`config.mk`:
```
export PLATFORM = sky130hd
export DESIGN_NAME = mips_stage_controller
export DESIGN_NICKNAME = d
export VERILOG_FILES = /design/src/rtl/mips_stage_controller.sv
export SDC_FILE = /design/constraint.sdc
export NUM_CORES = 1
export LEC_CHECK = 0
export CORE_MARGIN = 2
export CORE_UTILIZATION = 40
export CTS_CLUSTER_DIAMETER = 80
export DETAILED_ROUTE_END_ITERATION = 8
export PLACE_DENSITY_LB_ADDON = 0.3
export SLEW_MARGIN = 20
export SYNTH_ARGS = -nofsm -noshare
export SYNTH_HDL_FRONTEND = slang
export SYNTH_SLANG_ARGS = --single-unit
```
`constraint.sdc`:
```
create_clock -name c_clk -period 2.4 [get_ports c_clk]
set_input_delay 0.36 -clock c_clk [delete_from_list [all_inputs] [get_ports c_clk]]
set_output_delay 0.36 -clock c_clk [all_outputs]
set_load 0.02 [all_outputs]
```
`src/rtl/mips_stage_controller.sv`:
```
// Multi-cycle FETCH/DECODE/EXECUTE/MEMORY/WRITEBACK sequencer for the MIPS datapath.
// Controls decode from the state and latched opcode registers only; no input reaches an output combinationally.
module mips_stage_controller #(
  parameter int OPCODE_WIDTH = 6,
  parameter int CNT_WIDTH    = 32,
  parameter int MEM_TIMEOUT  = 15,
  parameter int TO_WIDTH     = 4
) (
  input  logic                    c_clk,
  input  logic                    c_rst,
  input  logic                    c_i_start,
  input  logic                    c_i_stop,
  input  logic                    c_i_clear,
  input  logic [OPCODE_WIDTH-1:0] c_i_opcode,
  input  logic                    c_i_zero,
  input  logic                    c_i_mem_ready,
  output logic                    c_o_ce,
  output logic                    c_o_reg_dst,
  output logic                    c_o_reg_write,
  output logic                    c_o_alu_src,
  output logic                    c_o_branch,
  output logic                    c_o_mem_read,
  output logic                    c_o_mem_write,
  output logic                    c_o_mem_to_reg,
  output logic [2:0]              c_o_state,
  output logic                    c_o_busy,
  output logic                    c_o_illegal,
  output logic                    c_o_timeout,
  output logic [CNT_WIDTH-1:0]    c_o_retired
);

  typedef enum logic [2:0] {
    IDLE      = 3'd0,
    FETCH     = 3'd1,
    DECODE    = 3'd2,
    EXECUTE   = 3'd3,
    MEMORY    = 3'd4,
    WRITEBACK = 3'd5,
    HALT      = 3'd6
  } state_t;

  localparam logic [OPCODE_WIDTH-1:0] OP_R    = OPCODE_WIDTH'(6'b000000);
  localparam logic [OPCODE_WIDTH-1:0] OP_ADDI = OPCODE_WIDTH'(6'b001000);
  localparam logic [OPCODE_WIDTH-1:0] OP_LW   = OPCODE_WIDTH'(6'b100011);
  localparam logic [OPCODE_WIDTH-1:0] OP_SW   = OPCODE_WIDTH'(6'b101011);
  localparam logic [OPCODE_WIDTH-1:0] OP_BEQ  = OPCODE_WIDTH'(6'b000100);
  localparam logic [TO_WIDTH-1:0]     TO_LAST = TO_WIDTH'(MEM_TIMEOUT - 1);

  state_t                  state;
  logic [OPCODE_WIDTH-1:0] opcode_q;
  logic [TO_WIDTH-1:0]     to_cnt;
  logic [CNT_WIDTH-1:0]    retired;
  logic                    illegal;
  logic                    timeout;

  // Zero flag is informational only; branch resolution lives in the datapath.
  logic unused_zero;
  assign unused_zero = c_i_zero;

  function automatic logic is_legal(input logic [OPCODE_WIDTH-1:0] op);
    return (op == OP_R) || (op == OP_ADDI) || (op == OP_LW) ||
           (op == OP_SW) || (op == OP_BEQ);
  endfunction

  always_ff @(posedge c_clk or posedge c_rst) begin
    if (c_rst) begin
      state    <= IDLE;
      opcode_q <= '0;
      to_cnt   <= '0;
      retired  <= '0;
      illegal  <= 1'b0;
      timeout  <= 1'b0;
    end else begin
      unique case (state)
        IDLE: if (c_i_start) state <= FETCH;
        FETCH: state <= DECODE;
        DECODE: begin
          opcode_q <= c_i_opcode;
          if (is_legal(c_i_opcode)) begin
            state <= EXECUTE;
          end else begin
            state   <= HALT;
            illegal <= 1'b1;
          end
        end
        EXECUTE: begin
          if (opcode_q == OP_BEQ) begin
            retired <= retired + 1'b1;
            state   <= c_i_stop ? IDLE : FETCH;
          end else if (opcode_q == OP_LW || opcode_q == OP_SW) begin
            state  <= MEMORY;
            to_cnt <= '0;
          end else begin
            state <= WRITEBACK;
          end
        end
        MEMORY: begin
          // Ready takes priority over an expiring timeout in the same cycle.
          if (c_i_mem_ready) begin
            if (opcode_q == OP_LW) begin
              state <= WRITEBACK;
            end else begin
              retired <= retired + 1'b1;
              state   <= c_i_stop ? IDLE : FETCH;
            end
          end else if (to_cnt == TO_LAST) begin
            state   <= HALT;
            timeout <= 1'b1;
          end else begin
            to_cnt <= to_cnt + 1'b1;
          end
        end
        WRITEBACK: begin
          retired <= retired + 1'b1;
          state   <= c_i_stop ? IDLE : FETCH;
        end
        HALT: begin
          if (c_i_clear) begin
            state   <= IDLE;
            illegal <= 1'b0;
            timeout <= 1'b0;
          end
        end
        default: state <= IDLE;
      endcase
    end
  end

  always_comb begin
    c_o_ce         = 1'b0;
    c_o_reg_dst    = 1'b0;
    c_o_reg_write  = 1'b0;
    c_o_alu_src    = 1'b0;
    c_o_branch     = 1'b0;
    c_o_mem_read   = 1'b0;
    c_o_mem_write  = 1'b0;
    c_o_mem_to_reg = 1'b0;
    unique case (state)
      FETCH, DECODE: c_o_ce = 1'b1;
      EXECUTE: begin
        c_o_ce      = 1'b1;
        c_o_alu_src = (opcode_q == OP_ADDI) || (opcode_q == OP_LW) || (opcode_q == OP_SW);
        c_o_branch  = (opcode_q == OP_BEQ);
      end
      MEMORY: begin
        c_o_ce        = 1'b1;
        c_o_mem_read  = (opcode_q == OP_LW);
        c_o_mem_write = (opcode_q == OP_SW);
      end
      WRITEBACK: begin
        c_o_ce         = 1'b1;
        c_o_reg_write  = 1'b1;
        c_o_reg_dst    = (opcode_q == OP_R);
        c_o_mem_to_reg = (opcode_q == OP_LW);
      end
      default: ;
    endcase
  end

  assign c_o_state   = state;
  assign c_o_busy    = (state != IDLE) && (state != HALT);
  assign c_o_illegal = illegal;
  assign c_o_timeout = timeout;
  assign c_o_retired = retired;

endmodule
```
# After elaboration in Yosys (flattened, before gate mapping)
# Cells that the tools add are included.
[word_totals] out_inout_bits=46 elab_cells=91 reg_bits=47
[classes] n_eq_ne=28 n_addsub=2 mux=33 n_reduce_logical=22
[op_table] op="32-bit 2-to-1 mux" n=3
[op_table] op="32-bit case mux with 3 select lines" n=1
[op_table] op="32-bit by 1-bit adder with 32-bit output (second input constant)" n=1
[op_table] op="6-bit equality test (second input constant)" n=4
[op_table] op="2-bit != test (second input constant)" n=11
[op_table] op="3-bit 2-to-1 mux" n=7
[op_table] op="3-bit case mux with 7 select lines" n=1
[op_table] op="4-bit 2-to-1 mux" n=4
[op_table] op="1-bit 2-to-1 mux" n=14
[op_table] op="6-bit by 3-bit equality test with 1-bit output (second input constant)" n=2
[op_table] op="6-bit by 4-bit equality test with 1-bit output (second input constant)" n=2
[op_table] op="6-bit logical NOT" n=2
[op_table] op="3-bit equality test (second input constant)" n=3
[op_table] op="4-bit case mux with 2 select lines" n=1
[op_table] op="4-bit AND reduction" n=2
[op_table] op="1-bit logical OR" n=7
[op_table] op="3-bit by 2-bit equality test with 1-bit output (second input constant)" n=2
[op_table] op="3-bit != test (second input constant)" n=2
[op_table] op="3-bit AND reduction" n=2
[op_table] op="2-bit nonzero test" n=3
[op_table] op="3-bit nonzero test" n=2
[op_table] op="5-bit AND reduction" n=1
[op_table] op="5-bit OR reduction" n=1
[op_table] op="4-bit by 1-bit adder with 4-bit output (second input constant)" n=1
[op_table] op="5 further kinds" n=6

# Longest topological paths before layout
# Gate-level depths: netlist (run 1).
[depth] word_depth=7 ltp_mapped=8

# Worst setup path after synthesis (run 1)
# OpenSTA, ideal clock, no wires.
[synth_timing] kind="reg2reg" startpoint="reg opcode_q[0]" endpoint="reg retired[24], in the netlist c_o_retired[24]" arrival_time_ns=2.215 setup_slack_ns=0.105 setup_time_ns=0.080 path_buffers=1 t_required_ns=2.320 stages_incl_launch_ff=8 cell_sequence="dfrtp_1 or4_4 or4b_4 buf_6 clkinv_8 o21ai_4 nor4_1 xor2_1"
[synth_via] elab_chain_cells=3 elab_cells_between_ends=5 cone_classes="eq/ne: 4; reduce/logical: 1"
[synth_rtl] item="start: declaration" line="50" source="logic [OPCODE_WIDTH-1:0] opcode_q;"
[synth_rtl] item="start signal: assignment" line="78" source="opcode_q <= c_i_opcode;"
[synth_rtl] item="6-bit equality test or 6-bit by 3-bit equality test with 1-bit output (tied branches)" line="100, 87"
[synth_rtl] item="2-bit != test (no line)"
[synth_rtl] item="4-bit AND reduction (no line) *"
[synth_rtl] item="end signal: assignment" line="88" source="retired <= retired + 1'b1;"
[synth_rtl] item="end signal: assignment" line="103" source="retired <= retired + 1'b1;"
[synth_rtl] item="end signal: assignment" line="114" source="retired <= retired + 1'b1;"
[synth_rtl] item="end: declaration" line="52" source="logic [CNT_WIDTH-1:0] retired;"
# Every way passes the cells marked *; elsewhere a longest branch is shown, timed or not.
# A chain may end at the register's enable or synchronous reset.

# Worst setup path in the final report (run 1)
# Ends and elaborated chain as after synthesis.

==> results of run 1 <==
layout make-up:
cell class	count	share of cell area
clock buffers	6	0.0214
clock inverters	2	0.0177
inverters	12	0.0170
multi-input cells	179	0.359
flip-flops and latches	47	0.347
well taps	75	0.0277
repair buffers	77	0.210
kinds of logic after synthesis:
kind of cell,share of synthesized area
compound gates,0.0928
fa+ha+maj,0.0151
simple gates,0.233
flops,0.474
xor+xnor,0.109
buf+inv,0.0398
mux,0.0358
worst max-delay path: stages (launching register included):
cell                       delay, ns
sky130_fd_sc_hd__dfrtp_1        0.38
sky130_fd_sc_hd__or4_4          0.54
sky130_fd_sc_hd__or4b_4         0.55
sky130_fd_sc_hd__clkinv_8       0.06
sky130_fd_sc_hd__buf_4          0.12
sky130_fd_sc_hd__o21ai_4        0.09
sky130_fd_sc_hd__nor4_2         0.35
sky130_fd_sc_hd__xor2_1         0.18
metal layers:
| metal | routed length (um) | up-vias | global-route usage |
|---|---|---|---|
| met2 | 2560 | 54 | 0.278 |
| met4 | 53 | 0 | 0.0426 |
| met3 | 241 | 7 | 0.0446 |
| li1 | - | 1025 | - |
| met1 | 2490 | 992 | 0.224 |
| met5 | 0 | - | 0 |
stage by stage:
step	total power, W	utilization	hold WS [ns]	setup WS (ns)
2_1_floorplan	0.00183	-	0.469	0.105
5_1_grt	0.00319	0.569	0.464	-0.0239
6_report	0.00299	0.569	0.424	0.0541
3_3_place_gp	0.00230	0.546	0.456	-0.0768
3_5_place_dp	0.00233	0.546	0.461	-0.0943
4_1_cts	0.00301	0.568	0.440	0.0178
worst max-delay path by stage:
stage / to / cells after the start / slack, ns
4_1_cts: c_o_mem_write / 5 / 0.02
5_1_grt: c_o_retired[28]$_DFFE_PP0P_ / 7 / -0.02
3_3_place_gp: c_o_branch / 4 / -0.08
6_report: c_o_retired[24]$_DFFE_PP0P_ / 7 / 0.05
3_5_place_dp: c_o_branch / 4 / -0.09
2_1_floorplan: c_o_retired[24]$_DFFE_PP0P_ / 7 / 0.11
where the power goes:
part | internal, W | switching, W | total (W)
combinational | 0.000605 | 0.000617 | 0.00122
sequential | 0.000940 | 0.000153 | 0.00109
clock | 0.000416 | 0.000260 | 0.000677
total | 0.00196 | 0.00103 | 0.00299
sequential cells by signal, indices dropped and copies added, names as in the netlist:
name and flops:
c_o_retired 32, opcode_q 6, to_cnt 4, c_o_state 3, c_o_illegal 1, c_o_timeout 1
Yosys cell counts (2+ instances only):
library cell               count  area share
sky130_fd_sc_hd__ha_1          3       0.015
sky130_fd_sc_hd__a31oi_1       2      0.0050
sky130_fd_sc_hd__a21oi_1      10       0.020
sky130_fd_sc_hd__and3_1        5       0.013
sky130_fd_sc_hd__mux2_2        7       0.032
sky130_fd_sc_hd__o21ai_0      10       0.020
sky130_fd_sc_hd__nand3_1      14       0.028
sky130_fd_sc_hd__xor2_1       11       0.039
sky130_fd_sc_hd__a21oi_2       2      0.0071
sky130_fd_sc_hd__nand3b_1      2      0.0060
sky130_fd_sc_hd__or3_1         2      0.0050
sky130_fd_sc_hd__clkbuf_1      8       0.012
sky130_fd_sc_hd__nor2_1       10       0.015
sky130_fd_sc_hd__nand2b_1      2      0.0050
sky130_fd_sc_hd__nor2b_1       6       0.015
sky130_fd_sc_hd__and4_1        2      0.0071
sky130_fd_sc_hd__dfrtp_1      47        0.47
sky130_fd_sc_hd__nand4_1      10       0.025
sky130_fd_sc_hd__nor3_1       12       0.024
sky130_fd_sc_hd__nor3b_1       3      0.0091
sky130_fd_sc_hd__and2_1        2      0.0050
sky130_fd_sc_hd__a211oi_1      2      0.0060
sky130_fd_sc_hd__inv_1        11       0.017
sky130_fd_sc_hd__xnor2_1      20       0.071
sky130_fd_sc_hd__nor4_1        6       0.015
sky130_fd_sc_hd__nand2_1      18       0.027
timing repair:
action | in CTS | in global routing
gates resized for setup | 8 | 6
endpoints found under the setup margin | 5 | 8
buffers inserted | 0 | 0
cloned | 0 | 0
pin swaps | 1 | 1
==> results_tabular.tex, run 1 <==
\begin{tabular}{lr}
\hline
Metric & Value \\
\hline
\multicolumn{2}{l}{\textbf{Yosys}} \\
\quad Number of storage elements in the synthesis netlist & 47 \\
\quad Primary FF master, synth & sky130\_fd\_sc\_hd\_\_dfrtp\_1 \\
\quad Number of warning messages in the yosys log & 0 \\
\quad Count of flip-flops with a built-in enable after synthesis & 0 \\
\quad Proportion of synthesized chip area in sequential cells & 0.474 \\
\quad Proportion of register bits with asynchronous set or reset after synthesis & 1.00 \\
\quad Distinct cell type count of the synthesized netlist & 46 \\
\quad Area of the mapped netlist & 2480 um2 \\
\quad Synthesized netlist cell count & 247 \\
\quad Nets in the synthesized netlist & 263 \\
\quad Average size of a mapped cell & 10.0 um2 \\
\multicolumn{2}{l}{\textbf{Timing}} \\
\quad Largest clock skew in the final design & 0.00809 ns \\
\quad Setup violation total in the final timing report & 0 \\
\quad Final worst-path cycle share & 0.977 \\
\quad Slew HR & 0.640 \\
\quad Unrepaired setup endpoints after global routing & yes \\
\quad Shortest clock period the worst path allows after layout & 2.35 ns \\
\quad Final slew viol count & 0 \\
\quad Fmax & 426 MHz \\
\quad Least-Margin Pin Slew & 0.539 ns \\
\quad Number of hold violations in the final report & 0 \\
\quad Final sum of negative setup slack & 0 ns \\
\multicolumn{2}{l}{\textbf{Routing}} \\
\quad Detailed-route vias per instance & 5.22 \\
\quad Pre-antenna DRT Iters & 4 \\
\quad Number of routed nets with antenna violations & 0 \\
\quad First-iteration detailed-routing DRC count & 65 \\
\quad Final routed wirelength across all metal layers & 5.35 mm \\
\quad Routed len/inst & 13.4 um \\
\quad Number of design rule violations left after detail routing & 0 \\
\quad Vias & 2,078 \\
\multicolumn{2}{l}{\textbf{Clock tree}} \\
\quad Worst-Skew Late Latency & 0.30 ns \\
\quad TritonCTS clock tree & done \\
\quad Clock-pin transition on the worst setup and hold timing paths & 0.09 ns \\
\quad Depth of the CTS H-tree & 2 \\
\quad CTS max path bufs & 2 \\
\quad Inserted Clock Buffers & 5 \\
\quad Buffer type at the clock tree root & sky130\_fd\_sc\_hd\_\_clkbuf\_8 \\
\quad Hold buffer count at cts & 0 \\
\quad CTS sink cnt & 47 \\
\multicolumn{2}{l}{\textbf{Worst setup path}} \\
\quad R2R setup slack & 0.05 ns \\
\quad Endpoint of the lowest-slack register-to-register path & c\_o\_retired[24]\$\_DFFE\_PP0P\_ \\
\quad Worst setup path startpoint & opcode\_q[0]\$\_DFFE\_PP0P\_ \\
\quad Worst-path maximum fanout & 6 \\
\quad Number of cells traversed by the worst register-to-register path & 7 \\
\quad Critical path capture point type & register \\
\quad Critical register-to-register path startpoint & opcode\_q[0]\$\_DFFE\_PP0P\_ \\
\quad Required time worst endpoint & 2.62 ns \\
\quad Worst Setup Path Type & register to register \\
\quad Data arrival time of the critical path & 2.56 ns \\
\quad CP Launch Type & register \\
\multicolumn{2}{l}{\textbf{Floorplanning}} \\
\quad Effective utilization at floorplan & 0.417 \\
\quad Chip Width & 82.8 um \\
\quad Number of cell rows & 28 \\
\quad Core outline area & 5960 um2 \\
\quad Top-level port count & 59 \\
\quad Die Height & 82.8 um \\
\quad Die area & 6850 um2 \\
\multicolumn{2}{l}{\textbf{Finish}} \\
\quad Synthesis-to-finish area growth & 36.6\% \\
\quad Commonest cells after routing, fill and taps aside & 51 x sky130\_fd\_sc\_hd\_\_clkdlybuf4s50\_1, 47 x sky130\_fd\_sc\_hd\_\_dfrtp\_1, 20 x sky130\_fd\_sc\_hd\_\_xnor2\_1, 20 x sky130\_fd\_sc\_hd\_\_buf\_4, 18 x sky130\_fd\_sc\_hd\_\_nand2\_1 \\
\quad Final-stage net count & 338 \\
\quad Leading cell type in the layout, fill and taps excluded & sky130\_fd\_sc\_hd\_\_clkdlybuf4s50\_1 \\
\quad FF/Latch Area & 1180 um2 \\
\quad Area of combinational cells with multiple inputs & 1210 um2 \\
\quad Final std cells w/o fill & 398 \\
\quad Ratio of cells with drive above 1 in the final layout & 0.152 \\
\quad Filler Cell Count & 524 \\
\quad Number of diodes added for antenna fixing & 0 \\
\quad Post-route cell area & 3390 um2 \\
\multicolumn{2}{l}{\textbf{Power}} \\
\quad Power Density & 883 nW/um2 \\
\quad Worst ir drop on vdd & 665 uV \\
\quad Reported leakage power & 1.48 nW \\
\multicolumn{2}{l}{\textbf{Global route}} \\
\quad Largest net degree at the start of global routing & 27 \\
\quad Congestion Overflow GR & 0 \\
\quad GR Util All Layers & 0.170 \\
\quad First-pass GRT wire length & 8.98 mm \\
\quad Initial antenna violation count & 0 \\
\quad Via count of the first global-routing pass & 1,952 \\
\multicolumn{2}{l}{\textbf{Placement}} \\
\quad Number of input and output port buffers inserted & 57 \\
\quad Routability congestion estimate from global placement & 0.802 \\
\quad Sum of net half-perimeters after detailed placement & 4.00 mm \\
\quad Total placed cells including tap cells & 390 \\
\quad Placed Area & 3250 um2 \\
\multicolumn{2}{l}{\textbf{Outcome}} \\
\quad Run status & completed \\
\multicolumn{2}{l}{\textbf{Job}} \\
\quad Max-cap viol count & 0 \\
\multicolumn{2}{l}{\textbf{Min path}} \\
\quad Type of the tightest min-delay check & input port to asynchronous set/reset pin \\
\hline
\end{tabular}
Note: power is estimated with default switching activity, not from simulation.
==> run 2: changes to the inputs <==
Settings changed: CORE_UTILIZATION 40 to 45.
==> run 2 against run 1 <==
Against the previous run: global-route usage is 1.6 points higher; sequential share of layout area shrank 0.22 points; maximum frequency increased by 0.44%; die area down 11%; worst hold slack worse by 0.023 ns; largest power group unchanged; setup slack gained 0.010 ns; clock skew is 0.0013 ns lower; total power is 0.15% higher; first-iteration DRC count increased by 83%.
==> results_tabular.tex, run 2 (synthesis results as in run 1) <==
\begin{tabular}{lr}
\hline
Metric & Value \\
\hline
\multicolumn{2}{l}{\textbf{Outcome}} \\
\quad Run status & completed \\
\multicolumn{2}{l}{\textbf{Routing}} \\
\quad Routed len/inst & 13.9 um (+3.2\%) \\
\quad Pre-antenna DRT Iters & 5 (+1) \\
\quad Number of design rule violations left after detail routing & 0 (unchanged) \\
\quad First-iteration detailed-routing DRC count & 119 (+83\%) \\
\quad Final routed wirelength across all metal layers & 5.48 mm (+2.4\%) \\
\quad Number of routed nets with antenna violations & 0 (unchanged) \\
\quad Detailed-route vias per instance & 5.31 (+1.6\%) \\
\quad Vias & 2,096 (+0.87\%) \\
\multicolumn{2}{l}{\textbf{Worst setup path}} \\
\quad R2R setup slack & 0.07 ns (+0.02 ns) \\
\quad Worst Setup Path Type & register to primary output \\
\quad Critical path capture point type & primary output \\
\quad Required time worst endpoint & 2.04 ns (-0.58 ns) \\
\quad Critical register-to-register path startpoint & opcode\_q[0]\$\_DFFE\_PP0P\_ \\
\quad Worst-path maximum fanout & 2 (-4) \\
\quad Data arrival time of the critical path & 1.98 ns (-0.58 ns) \\
\quad Critical Path Slowest Stage Cell & sky130\_fd\_sc\_hd\_\_or4b\_4 \\
\quad CP Launch Type & register \\
\quad Maximum single-stage delay on the critical path & 0.55 ns (about the same) \\
\quad Sequence of cells on the critical path & or4\_4, or4b\_4, clkinv\_8, buf\_2 \\
\quad Number of cells traversed by the worst register-to-register path & 7 (unchanged) \\
\quad Endpoint of the lowest-slack register-to-register path & c\_o\_retired[24]\$\_DFFE\_PP0P\_ \\
\multicolumn{2}{l}{\textbf{Clock tree}} \\
\quad Hold buffer count at cts & 0 (unchanged) \\
\quad TritonCTS clock tree & done \\
\quad Depth of the CTS H-tree & 2 (unchanged) \\
\quad Worst-Skew Late Latency & 0.30 ns (about the same) \\
\quad CTS sink cnt & 47 (unchanged) \\
\quad CTS max path bufs & 2 (unchanged) \\
\quad Post-CTS Setup Repair Bufs & 0 (unchanged) \\
\quad Buffer type at the clock tree root & sky130\_fd\_sc\_hd\_\_clkbuf\_8 \\
\quad Clock-pin transition on the worst setup and hold timing paths & 0.09 ns (about the same) \\
\quad Inserted Clock Buffers & 5 (unchanged) \\
\multicolumn{2}{l}{\textbf{Global route}} \\
\quad GR Util All Layers & 0.186 (+0.0161) \\
\quad Congestion Overflow GR & 0 (unchanged) \\
\quad Largest net degree at the start of global routing & 48 (+78\%) \\
\quad Via count of the first global-routing pass & 2,017 (+3.3\%) \\
\quad Initial antenna violation count & 0 (unchanged) \\
\quad First-pass GRT wire length & 9.23 mm (+2.7\%) \\
\multicolumn{2}{l}{\textbf{Floorplanning}} \\
\quad Die area & 6120 um2 (-11\%) \\
\quad Effective utilization at floorplan & 0.459 (+0.0424) \\
\quad Die Height & 78.3 um (-5.4\%) \\
\quad Top-level port count & 59 (unchanged) \\
\quad Core outline area & 5410 um2 (-9.2\%) \\
\quad Number of cell rows & 27 (-3.6\%) \\
\quad Chip Width & 78.3 um (-5.4\%) \\
\multicolumn{2}{l}{\textbf{Finish}} \\
\quad Post-route cell area & 3410 um2 (+0.63\%) \\
\quad Max reg flops & 32 (unchanged) \\
\quad Commonest cells after routing, fill and taps aside & 52 x sky130\_fd\_sc\_hd\_\_clkdlybuf4s50\_1, 47 x sky130\_fd\_sc\_hd\_\_dfrtp\_1, 20 x sky130\_fd\_sc\_hd\_\_xnor2\_1 \\
\quad Ratio of cells with drive above 1 in the final layout & 0.155 (+0.00310) \\
\quad Leading cell type in the layout, fill and taps excluded & sky130\_fd\_sc\_hd\_\_clkdlybuf4s50\_1 \\
\quad Synthesis-to-finish area growth & 37.4\% \\
\quad Final-stage net count & 338 (unchanged) \\
\quad Filler Cell Count & 454 (-13\%) \\
\quad Number of diodes added for antenna fixing & 0 (unchanged) \\
\multicolumn{2}{l}{\textbf{Timing}} \\
\quad Slew HR & 0.734 (+0.0942) \\
\quad Final slew viol count & 0 (unchanged) \\
\quad Shortest clock period the worst path allows after layout & 2.34 ns (-0.0102 ns) \\
\quad Unrepaired setup endpoints after global routing & yes \\
\quad Setup violation total in the final timing report & 0 (unchanged) \\
\quad Final worst-path cycle share & 0.973 (-0.00426) \\
\quad Number of hold violations in the final report & 0 (unchanged) \\
\quad Final sum of negative setup slack & 0 ns (unchanged) \\
\quad Least-Margin Pin Slew & 0.398 ns (-0.141 ns) \\
\quad Largest clock skew in the final design & 0.00680 ns (-0.00128 ns) \\
\quad Fmax & 428 MHz (+0.44\%) \\
\multicolumn{2}{l}{\textbf{Placement}} \\
\quad Sum of net half-perimeters after detailed placement & 3.91 mm (-2.2\%) \\
\quad Number of input and output port buffers inserted & 57 (unchanged) \\
\quad Placed Area & 3260 um2 (+0.27\%) \\
\quad Routability congestion estimate from global placement & 0.836 (+4.3\%) \\
\multicolumn{2}{l}{\textbf{Job}} \\
\quad Max-cap viol count & 0 (unchanged) \\
\multicolumn{2}{l}{\textbf{Power}} \\
\quad Power Density & 879 nW/um2 (-0.48\%) \\
\quad Worst ir drop on vdd & 535 uV (-19\%) \\
\quad Reported leakage power & 1.45 nW (-1.7\%) \\
\quad Power, Total & 0.00300 W (+0.15\%) \\
\multicolumn{2}{l}{\textbf{Min path}} \\
\quad Type of the tightest min-delay check & input port to asynchronous set/reset pin \\
\hline
\end{tabular}
==> run 2: cell count changes in the layout (fill, tap and decap cells not counted), sizes merged <==
cell	change
dlygate4sd1	+1
dlygate4sd2	+1
dlymetal6s2s	-2
clkbuf	-1
clkdlybuf4s50	+1
==> run 2: timing repair <==
action	in CTS	in global routing
pin swaps	1	0
endpoints found under the setup margin	5	5
gates resized for setup	8	6
gates cloned	0	0
==> run 2: power by group <==
group / internal [W] / leakage (nW) / switching (W)
registers: 0.000940 / 0.605 / 0.000162
clock network: 0.000416 / 0.0654 / 0.000263
logic: 0.000604 / 0.780 / 0.000610
==> run 2: metrics by stage <==
step | hold slack [ns] | worst slack, ns | utilization | instances
detailed placement | 0.470 | -0.0867 | 0.604 | 387
CTS | 0.414 | 0.0263 | 0.626 | 395
floorplan | 0.469 | 0.105 | - | 247
global placement | 0.456 | -0.0758 | 0.604 | 387
finish | 0.402 | 0.0644 | 0.631 | 395
global route | 0.425 | -0.0128 | 0.631 | 395
==> run 2: area by class of cell <==
cell class,count,area (um2),share of cell area
clock buffers,6,72.6,0.0213
clock inverters,2,60.1,0.0176
inverters,12,57.6,0.0169
multi-input cells,179,1230,0.361
flip-flops and latches,47,1180,0.345
well taps,72,90.1,0.0264
repair buffers,77,723,0.212
==> run 2: worst max-delay path, delay by kind of cell (launching register included) <==
family	cells	cell delay [ns]
buf+inv	2	0.21
simple gates	2	1.09
flops	1	0.39
==> run 2: metal layers <==
metal / wire (um) / vias up / GRT usage
met2: 2590 / 54 / 0.290
met5: 0 / - / 0
li1: - / 1025 / -
met1: 2570 / 1010 / 0.263
met3: 255 / 7 / 0.0448
met4: 59 / 0 / 0.0474
==> run 2: worst max-delay path by stage <==
stage	endpoint	slack, ns	from	cells past startpoint
floorplan	c_o_retired[24]$_DFFE_PP0P_	0.11	opcode_q[0]$_DFFE_PP0P_	7
global placement	c_o_branch	-0.08	opcode_q[0]$_DFFE_PP0P_	4
detailed placement	c_o_branch	-0.09	opcode_q[0]$_DFFE_PP0P_	4
CTS	c_o_reg_dst	0.03	opcode_q[0]$_DFFE_PP0P_	4
global route	c_o_retired[28]$_DFFE_PP0P_	-0.01	opcode_q[0]$_DFFE_PP0P_	7
finish	c_o_branch	0.06	opcode_q[0]$_DFFE_PP0P_	4
